### src/rtl/mem_arbiter.sv
// Round-robin arbiter sharing one memory port between two single-word requesters.
// Grant one cycle after req is sampled, ack WAIT_CYCLES later; requests are only sampled in IDLE.
module mem_arbiter #(
  parameter int ADDR_W      = 16,
  parameter int DATA_W      = 16,
  parameter int WAIT_CYCLES = 2
) (
  input  logic              clk,
  input  logic              rst,
  input  logic              req0,
  input  logic              we0,
  input  logic [ADDR_W-1:0] addr0,
  input  logic [DATA_W-1:0] wdata0,
  output logic              gnt0,
  output logic              ack0,
  output logic [DATA_W-1:0] rdata0,
  input  logic              req1,
  input  logic              we1,
  input  logic [ADDR_W-1:0] addr1,
  input  logic [DATA_W-1:0] wdata1,
  output logic              gnt1,
  output logic              ack1,
  output logic [DATA_W-1:0] rdata1,
  output logic [ADDR_W-1:0] memAddr,
  output logic              memRe,
  output logic              memWe,
  output logic [DATA_W-1:0] memWdata,
  input  logic [DATA_W-1:0] memRdata,
  output logic              busy
);

  typedef enum logic [1:0] {IDLE, ACCESS, RESP} state_t;

  localparam logic [3:0] WAIT_LOAD = 4'(WAIT_CYCLES - 1);

  state_t            state;
  logic [3:0]        waitCnt;
  logic              lastGrant;
  logic              curId;
  logic              curWe;

  logic              pickValid;
  logic              pickId;
  logic              pickWe;
  logic [ADDR_W-1:0] pickAddr;
  logic [DATA_W-1:0] pickWdata;

  // On a tie the port that did not win last time gets the grant.
  always_comb begin
    pickValid = req0 | req1;
    pickId    = 1'b0;
    if (req0 && req1) pickId = ~lastGrant;
    else if (req1)    pickId = 1'b1;
    pickWe    = pickId ? we1    : we0;
    pickAddr  = pickId ? addr1  : addr0;
    pickWdata = pickId ? wdata1 : wdata0;
  end

  always_ff @(posedge clk or negedge rst) begin
    if (!rst) begin
      state     <= IDLE;
      waitCnt   <= '0;
      lastGrant <= 1'b1;
      curId     <= 1'b0;
      curWe     <= 1'b0;
      gnt0      <= 1'b0;
      gnt1      <= 1'b0;
      ack0      <= 1'b0;
      ack1      <= 1'b0;
      rdata0    <= '0;
      rdata1    <= '0;
      memAddr   <= '0;
      memWdata  <= '0;
      memRe     <= 1'b0;
      memWe     <= 1'b0;
      busy      <= 1'b0;
    end else begin
      gnt0 <= 1'b0;
      gnt1 <= 1'b0;
      ack0 <= 1'b0;
      ack1 <= 1'b0;
      case (state)
        IDLE: begin
          if (pickValid) begin
            curId     <= pickId;
            curWe     <= pickWe;
            lastGrant <= pickId;
            memAddr   <= pickAddr;
            memWdata  <= pickWdata;
            gnt0      <= ~pickId;
            gnt1      <= pickId;
            waitCnt   <= WAIT_LOAD;
            memRe     <= ~pickWe;
            memWe     <= pickWe;
            busy      <= 1'b1;
            state     <= ACCESS;
          end
        end
        ACCESS: begin
          if (waitCnt == 4'd0) begin
            memRe <= 1'b0;
            memWe <= 1'b0;
            ack0  <= ~curId;
            ack1  <= curId;
            if (!curWe) begin
              if (curId) rdata1 <= memRdata;
              else       rdata0 <= memRdata;
            end
            state <= RESP;
          end else begin
            waitCnt <= waitCnt - 4'd1;
          end
        end
        RESP: begin
          busy  <= 1'b0;
          state <= IDLE;
        end
        default: begin
          memRe <= 1'b0;
          memWe <= 1'b0;
          busy  <= 1'b0;
          state <= IDLE;
        end
      endcase
    end
  end

endmodule
### config.mk
export PLATFORM = sky130hd
export DESIGN_NAME = mem_arbiter
export DESIGN_NICKNAME = d
export VERILOG_FILES = /design/src/rtl/mem_arbiter.sv
export SDC_FILE = /design/constraint.sdc
export NUM_CORES = 1
export LEC_CHECK = 0
export BUFFER_PORTS_ARGS = -buffer_cell sky130_fd_sc_hd__buf_2
export CAP_MARGIN = 15
export CORE_MARGIN = 5
export CORE_UTILIZATION = 35
export CTS_CLUSTER_DIAMETER = 150
export DETAILED_ROUTE_END_ITERATION = 12
export GPL_TIMING_DRIVEN = 0
export MAX_ROUTING_LAYER = met4
export SETUP_SLACK_MARGIN = 0.3
export SYNTH_ARGS = -nofsm -noshare
export SYNTH_HDL_FRONTEND = slang
export SYNTH_SLANG_ARGS = --single-unit
### constraint.sdc
create_clock -name clk -period 2.58 [get_ports clk]
set_input_delay 0.258 -clock clk [delete_from_list [all_inputs] [get_ports clk]]
set_output_delay 0.258 -clock clk [all_outputs]
set_load 0.02 [all_outputs]
==> flow_summary.ini <==
[sta]
worst_pin_slew_ns = 0.504
fmaxAchievable_ghz = 0.505
slew_headroom_pct = 66.3
fin_crit_ns = 1.98
setup_viol = 0
tns_ns = 0
slew_violations = 0
whs_ns = 0.144
rsz0062_at_grt = false
fin_crit_sh_pct = 76.8
clock_skew_ns = 0.0152
report.final.hold_viol_count = 0

[finish]
nets = 515
antennaDiodeCount = 0
drive_gt1_share_pct = 51.4
area_delta_synth_final_pct = 34.4

[yosys]
syn-num-nets = 346
synth_ff_type = dfrtp_1
synth-edff-count = 0
ys_types = 36
ys_top_cells_by_area = dfrtp_1 (57%), mux2_2 (7.5%), mux2i_1 (6.4%), o21ai_0 (5.5%), mux2_4 (4.3%)
yosysTopAreaCellShare_pct = 57.3
async_flop_share_pct = 100
synth_top_area_cell = dfrtp_1
netlist_area_um2 = 3450
yosysSeqAreaShare_pct = 58.0
syn_avg_cell_area_um2 = 13.4
synth_warnings = 0
ys_ff_latch = 80
synth_cells = 258

[global_route]
busiest_layer = met2
grt_use_met1_pct = 19.0
grt_overflow_total = 0
met3_usage_pct = 2.47
grt_pass1_vias = 2793
grt_pass1_wl_um = 13700
grt_max_degree = 49
antenna_found_initial = 0
grt_usage_pct = 15.0
grt_use_met2_pct = 24.8

[clock_tree]
h-tree-depth = 3
clock_sinks = 80
cts_buffers = 9
clk_pin_slew_ns = 0.09
clk-insertion-delay-late_ns = 0.34
post_cts_buffers = 0
hold_buffers = 1
cts_tree = built
cts_resized = 0
cts_root_buf = clkbuf_8
cts_buffer_depth = 2

[power]
p_per_area_nw_per_um2 = 1280
p_sw_share_pct = 41.0
pwr-share-comb_pct = 47.4
power.internal_mw = 3.50
seqPwrFrac_pct = 36.9
p_switching_mw = 2.43
cellLeakagePower_nw = 2.35
ir_drop_v = 0.000439
clkPwrFrac_pct = 15.7

[floorplan]
die_area_um2 = 11900
initial_utilization_pct = 35.6
die_w_um = 109
chipHeight_um = 109
ioPinCount = 157
coreArea_um2 = 9680
rows = 36

[place]
io_buffers = 156
gp_congestion = 0.734
place_hpwl_um = 6630

[drt]
drc_errors = 0
antenna_left = 0
dr_total_vias = 2669
dr.pass1.iters = 4
initialDrtViolationCount = 94
avgRoutedWirePerCell_um = 15.4
routed_wl_um = 8680
vias_per_cell = 4.72

[setup_path]
path_class = reg2reg
crit_fanout = 10
cp-end-kind = register
arrival_ns = 2.20
worstPathRequired_ns = 2.80
start_kind = register

[run]
maxCapViolations = 0

[status]
status = complete, no violations

[hold_path]
hp-class = in2reg
==> cell usage after synthesis (2+ instances only) <==
master / count
o21a_1: 13
and3_1: 2
nor2_1: 4
buf_2: 7
inv_1: 4
a21o_1: 2
o22ai_1: 2
buf_6: 2
mux2_4: 10
ha_1: 2
a221o_1: 12
o21ai_0: 38
mux2i_1: 22
dfrtp_1: 79
o21ai_1: 6
nand2b_1: 2
a311o_1: 2
mux2_2: 23
or2_1: 2
clkbuf_1: 8
==> power by group through the flow <==
| stage | clock [mW] | sequential (mW) | combinational, mW |
|---|---|---|---|
| CTS | 0.979 | 2.19 | 2.86 |
| global route | 1.03 | 2.27 | 3.07 |
| finish | 0.933 | 2.19 | 2.81 |
| global placement | 0 | 2.19 | 2.82 |
| floorplan | 0 | 2.87 | 1.21 |
| detailed placement | 0 | 2.22 | 2.85 |
==> cells by family after synthesis <==
logic type | Yosys count | synth area share, %
muxes | 55 | 18.2
DFF | 80 | 58.0
AOI/OAI and AO/OA | 78 | 14.9
buffers and inverters | 22 | 3.19
adders and majority gates | 2 | 0.725
and+or+nand+nor | 21 | 4.97
==> final cells by class <==
cell class | count | area, µm²
flip-flops and latches | 80 | 2000
well taps | 133 | 166
clock buffers | 9 | 124
plain buffers | 18 | 95.1
inverters | 4 | 15.0
fillers | 922 | 5040
multi-input cells | 156 | 1340
clock inverters | 7 | 76.3
repair buffers | 158 | 821
==> worst max-delay path: stages (launching register included) <==
cell and delay [ns]:
dfrtp_1 0.38, inv_1 0.10, ha_1 0.15, nor3b_4 0.45
nand4_4 0.25, buf_6 0.23, mux2_4 0.31
==> state kept, by name, indices dropped and copies added (netlist names) <==
signal	flops
busy	1
gnt0	1
ack1	1
state	2
curId	1
lastGrant	1
waitCnt	4
memAddr	16
ack0	1
memWe	1
curWe	1
rdata1	16
rdata0	16
gnt1	1
memWdata	16
memRe	1
==> path summary, 6_finish.rpt <==
kind | startpoint | slack, ns | depth (start not counted) | to
setup / recovery | waitCnt[0]$_DFFE_PN0P_ | 0.60 | 6 | rdata1[10]$_DFFE_PN0P_
max in group asynchronous | rst | 1.54 | 3 | lastGrant$_DFFE_PN1P_
setup reg to reg | waitCnt[0]$_DFFE_PN0P_ | 0.60 | 6 | rdata1[10]$_DFFE_PN0P_
min in group asynchronous | rst | 0.40 | 2 | gnt0$_DFF_PN0_
hold / removal | addr0[15] | 0.14 | 2 | memAddr[15]$_DFFE_PN0P_
hold reg to reg | rdata1[0]$_DFFE_PN0P_ | 0.51 | 1 | rdata1[0]$_DFFE_PN0P_
==> placed cells by master, fill, tap and decap left out, types with 3 or more instances in the layout <==
cell / count
buf_2: 162
dfrtp_1: 79
o21ai_0: 38
mux2_2: 23
mux2i_1: 22
o21a_1: 13
a221o_1: 12
mux2_4: 10
clkbuf_8: 9
clkbuf_1: 8
o21ai_1: 6
inv_1: 4
nor2_1: 4
inv_6: 3
==> metal layers <==
layer / share of wire (%) / routed length (µm)
met1: 42 / 3610
met2: 52 / 4530
met3: 5.1 / 445
met4: 1.1 / 97
met5: 0 / 0
==> metrics by stage <==
stage	instance area [µm²]	cells	worst slack (ns)	total power [mW]	util (%)
2_1_floorplan	3450	258	0.812	4.08	-
3_3_place_gp	4400	547	0.598	5.01	45.4
3_5_place_dp	4430	548	0.590	5.07	45.7
4_1_cts	4640	565	0.567	6.04	47.9
5_1_grt	4640	565	0.457	6.37	47.9
6_report	4640	565	0.598	5.93	47.9
Power figures use the tool's default switching activity.
